`config.mk`:
```
export PLATFORM = sky130hd
export DESIGN_NAME = reset_conditioner
export DESIGN_NICKNAME = d
export VERILOG_FILES = /design/src/rtl/reset_conditioner_pkg.sv /design/src/rtl/sync_ff.sv /design/src/rtl/reset_conditioner.sv
export SDC_FILE = /design/constraint.sdc
export NUM_CORES = 1
export LEC_CHECK = 0
export ABC_AREA = 1
export CORE_MARGIN = 1
export CORE_UTILIZATION = 46
export DETAILED_ROUTE_END_ITERATION = 10
export HOLD_SLACK_MARGIN = 0.15
export PLACE_DENSITY = 0.62
export RECOVER_POWER = 50
export SYNTH_ARGS = -nofsm -noshare
export SYNTH_HDL_FRONTEND = slang
export SYNTH_SLANG_ARGS = --single-unit
```
`constraint.sdc`:
```
create_clock -name clk -period 3.3 [get_ports clk]
set_input_delay 0.33 -clock clk [delete_from_list [all_inputs] [get_ports clk]]
set_output_delay 0.33 -clock clk [all_outputs]
set_load 0.05 [all_outputs]
```
`src/rtl/reset_conditioner_pkg.sv`:
```
// Shared types and helpers for the pushbutton reset conditioner.
package reset_conditioner_pkg;

    // Conditioner states. STRETCH, HELD and DB_RELEASE keep the system in reset.
    typedef enum logic [2:0] {
        RC_STRETCH,
        RC_RUN,
        RC_DB_PRESS,
        RC_HELD,
        RC_DB_RELEASE
    } rc_state_t;

    // Width of the shared debounce/stretch counter. It must be able to hold
    // the larger of the two terminal counts.
    function automatic int cnt_width(input int debounce_cycles, input int stretch_cycles);
        int longest;
        longest = (debounce_cycles > stretch_cycles) ? debounce_cycles : stretch_cycles;
        if (longest < 1) begin
            longest = 1;
        end
        return $clog2(longest + 1);
    endfunction

endpackage

```
`src/rtl/sync_ff.sv`:
```
// Generic multi-flop synchroniser for a single asynchronous input bit.
// Reset loads every stage with RESET_VAL so the output starts at a known level.
module sync_ff #(
    parameter int   STAGES    = 2,
    parameter logic RESET_VAL = 1'b0
) (
    input  logic clk,
    input  logic reset,
    input  logic d,
    output logic q
);

    logic [STAGES-1:0] stages;

    // Shift the raw input through the flop chain; the last stage is the synchronised value.
    always_ff @(posedge clk) begin
        if (reset) begin
            stages <= {STAGES{RESET_VAL}};
        end else begin
            stages <= {stages[STAGES-2:0], d};
        end
    end

    assign q = stages[STAGES-1];

endmodule

```
`src/rtl/reset_conditioner.sv`:
```
// Pushbutton reset conditioner: synchronises and debounces the active-low
// board button, then produces a registered, stretched active-high system
// reset plus a one-cycle pulse for every accepted press.
module reset_conditioner
    import reset_conditioner_pkg::*;
#(
    parameter int SYNC_STAGES     = 2,
    parameter int DEBOUNCE_CYCLES = 20000,
    parameter int STRETCH_CYCLES  = 16
) (
    input  logic clk,
    input  logic reset,
    input  logic btn_n,
    output logic system_reset,
    output logic btn_event
);

    localparam int CNT_W = cnt_width(DEBOUNCE_CYCLES, STRETCH_CYCLES);

    // Terminal counts: the counter is cleared on the transition taken at
    // these values, so it never reaches its maximum and never wraps.
    localparam logic [CNT_W-1:0] DB_LAST  = CNT_W'(DEBOUNCE_CYCLES - 1);
    localparam logic [CNT_W-1:0] ST_LAST  = CNT_W'(STRETCH_CYCLES - 1);
    localparam logic [CNT_W-1:0] CNT_ZERO = '0;
    localparam logic [CNT_W-1:0] CNT_ONE  = CNT_W'(1);

    logic             btn_sync;
    logic             btn_s;
    rc_state_t        state;
    rc_state_t        next_state;
    logic [CNT_W-1:0] cnt;
    logic [CNT_W-1:0] cnt_next;
    logic             system_reset_next;
    logic             btn_event_next;

    // The button idles high (released), so the synchroniser resets to 1 and
    // a press cannot be invented while the chain fills.
    sync_ff #(
        .STAGES    (SYNC_STAGES),
        .RESET_VAL (1'b1)
    ) u_btn_sync (
        .clk   (clk),
        .reset (reset),
        .d     (btn_n),
        .q     (btn_sync)
    );

    // Flip to active-high so the rest of the logic reads 1 as pressed.
    assign btn_s = ~btn_sync;

    // State register with the registered outputs; reset wins over everything.
    always_ff @(posedge clk) begin
        if (reset) begin
            state        <= RC_STRETCH;
            cnt          <= CNT_ZERO;
            system_reset <= 1'b1;
            btn_event    <= 1'b0;
        end else begin
            state        <= next_state;
            cnt          <= cnt_next;
            system_reset <= system_reset_next;
            btn_event    <= btn_event_next;
        end
    end

    // Next-state and shared counter: the counter runs only while stretching
    // or debouncing and is cleared whenever the state changes.
    always_comb begin
        next_state = state;
        cnt_next   = cnt;
        case (state)
            RC_STRETCH: begin
                if (cnt == ST_LAST) begin
                    next_state = btn_s ? RC_HELD : RC_RUN;
                    cnt_next   = CNT_ZERO;
                end else begin
                    cnt_next = cnt + CNT_ONE;
                end
            end
            RC_RUN: begin
                cnt_next = CNT_ZERO;
                if (btn_s) begin
                    next_state = RC_DB_PRESS;
                end
            end
            RC_DB_PRESS: begin
                if (!btn_s) begin
                    next_state = RC_RUN;
                    cnt_next   = CNT_ZERO;
                end else if (cnt == DB_LAST) begin
                    next_state = RC_HELD;
                    cnt_next   = CNT_ZERO;
                end else begin
                    cnt_next = cnt + CNT_ONE;
                end
            end
            RC_HELD: begin
                cnt_next = CNT_ZERO;
                if (!btn_s) begin
                    next_state = RC_DB_RELEASE;
                end
            end
            RC_DB_RELEASE: begin
                if (btn_s) begin
                    next_state = RC_HELD;
                    cnt_next   = CNT_ZERO;
                end else if (cnt == DB_LAST) begin
                    next_state = RC_STRETCH;
                    cnt_next   = CNT_ZERO;
                end else begin
                    cnt_next = cnt + CNT_ONE;
                end
            end
            default: begin
                next_state = RC_STRETCH;
                cnt_next   = CNT_ZERO;
            end
        endcase
    end

    // Output decode from the upcoming state so both outputs can be registered
    // without adding a cycle of latency.
    always_comb begin
        system_reset_next = (next_state == RC_STRETCH) ||
                            (next_state == RC_HELD)    ||
                            (next_state == RC_DB_RELEASE);
        btn_event_next    = (state == RC_DB_PRESS) && (next_state == RC_HELD);
    end

endmodule

```
==> impl_metrics.ini <==
[routing]
dr.first_iter.drc_count = 21
drt-total-wl_microns = 2050
vias = 932
viasPerCell = 4.88
post_drt_wl_per_cell_microns = 10.7
first_pass_iters = 4
drc_errors = 0
ant_nets = 0

[min_path]
hp-start = u_btn_sync.stages[0]
min_path_type = flip-flop to flip-flop

[setup_path]
critPathKind = flip-flop to flip-flop
slowest_delay_ns = 0.41
cp_top_family = simple AND/OR/NAND/NOR gates
cp_max_fo = 12
required_ns = 3.50
crit_top_cell = nand2_1
cp_num_buf_inv = 0
crit_chain = ha_1, nand3_1, nor2_1, nand2_1, nand2_1, nand2_1, nand2_1, nor2_1
crit_path_start = cnt[0]
cp.arrival_ns = 2.11
slowest_stage = nand2_1
crit_path_end_kind = flip-flop
timing.rr.start = cnt[0]
start_kind = flip-flop

[die]
die_h_microns = 51.5
dieArea_sq_mm = 0.00265
die_w_microns = 51.5
core_area_sq_mm = 0.00225
ios = 5
rows = 17
initial_utilization = 0.499

[placement]
port_buffers = 4
hpwl_microns = 1540
dp.cells = 187
place_congestion = 0.775

[synthesis]
seq_area_frac_synth = 0.391
syn_inst = 157
synth_top_area_cell = dfxtp_1
syn-num-nets = 161
synth_area_leaders = dfxtp_1, nand2_1, nor2_1
yosys_warnings = 0
ys_types = 24
synthesis.area_sq_mm = 0.00113
synth_top_area_share = 0.391
avgSynthCellArea_sq_um = 7.17
ys_ff_latch = 22

[clock_tree]
hold_buffers = 0
cts_max_level = 1
worstSkewPairLatency_ns = 0.31
ctsResizeCount = 0
cts_buffer_depth = 2
path_clk_slew_ns = 0.12
postCtsSetupBuffers = 0
cts_tree = built
cts.sinks = 22
cts_buffers = 3
clock-root-buffer = clkbuf_4

[final_layout]
drive_gt1_frac = 0.0920
area_growth_pct = 7.00
finalNonFillerCells = 191
nNetsFinal = 168
diodes = 0

[sta]
slew_headroom = 0.652
hold_slack_ns = 0.423
fin_crit_sh = 0.580
fmax_ghz = 0.523
tightest_slew_ns = 0.520
slew_viol_final = 0
rsz0062_at_grt = no
skew_ns = 0.00212
setup-tns-final_ns = 0
hold_viol_final = 0
min_period_ns = 1.91
setup_viol = 0

[global_routing]
antenna_found_initial = 0
gr-total-overflow = 0
grt_max_degree = 13
grt_pass1_vias = 836
grt_usage = 0.178
grt_first_pass_wirelength_microns = 3470

[pwr]
powerDensity_mw_per_mm2 = 365
p_leak_nw = 0.536
vdd_drop_max_mv = 0.190

[run]
cap_viol_max_count = 0

[status]
status = completed
stage by stage:
step                instance area, sq um  worst slack (ns)  total power [mW]  utilization
floorplan                           1130              1.89             0.291            -
global placement                    1180              1.50             0.295        0.523
detailed placement                  1180              1.44             0.295        0.523
CTS                                 1210              1.53             0.446        0.539
global route                        1200              1.19             0.457        0.534
finish                              1200              1.39             0.440        0.534
path summary, 6_finish.rpt:
| kind | to | slack (ns) | cells after the start |
|---|---|---|---|
| setup / recovery | cnt[10] | 1.39 | 8 |
| hold / removal | u_btn_sync.stages[1] | 0.42 | 1 |
| setup reg to reg | cnt[10] | 1.39 | 8 |
| hold reg to reg | u_btn_sync.stages[1] | 0.42 | 1 |
power by group:
group / total (mW) / switching [mW] / internal [mW]
combinational: 0.0161 / 0.00953 / 0.00659
clock: 0.152 / 0.0842 / 0.0674
sequential: 0.272 / 0.00250 / 0.270
total: 0.440 / 0.0962 / 0.344
registers in the layout, indices dropped and copies added (netlist names):
signal             cells
btn_event              1
state                  3
u_btn_sync.stages      2
cnt                   15
system_reset           1
cell usage after synthesis:
cell,count
o21ai_0,2
ha_1,1
or2_2,2
inv_2,1
buf_6,2
o21bai_1,1
nand2_2,2
nor2_4,1
nand3_1,9
inv_1,22
nor3_4,1
a211oi_1,1
dfxtp_1,22
nor3_1,8
o21ai_2,1
nand3_2,1
nand2_1,32
nand4_1,3
xor2_1,10
nand3b_1,1
nor2_2,4
o2111ai_1,1
nor2_1,28
nor3_2,1
layout by cell type, fill, tap and decap left out, drive strengths merged, types with 2 or more instances in the layout:
master,instances
nand4,3
inv,23
or2,2
nor2,33
xor2,10
nand3,10
clkdlybuf4s50,2
dlygate4sd3,2
nand2,34
o21ai,3
dfxtp,22
clkbuf,4
nor3,10
layout make-up:
class / count / area, sq um
clock buffers: 4 / 36.3
inverters: 23 / 86.3
well taps: 28 / 35.0
fillers: 248 / 1050
flip-flops and latches: 22 / 440
multi-input cells: 110 / 567
repair buffers: 4 / 40.0
kinds of logic after synthesis:
| group | Yosys count | share of synthesized area |
|---|---|---|
| AO/OA/AOI/OAI | 6 | 0.0378 |
| XOR/XNOR | 10 | 0.0778 |
| buffers and inverters | 25 | 0.0967 |
| adder cells (fa/ha/maj) | 1 | 0.0111 |
| flip-flops | 22 | 0.391 |
| AND/OR/NAND/NOR | 93 | 0.386 |
per-layer routing:
metal / track usage / up-vias / part of all wire
met2: 0.275 / 13 / 0.43
met4: 0.0676 / 0 / 0.0073
li1: - / 499 / -
met1: 0.246 / 418 / 0.53
met5: 0 / - / 0
met3: 0.0268 / 2 / 0.031
Power figures use the tool's default switching activity.
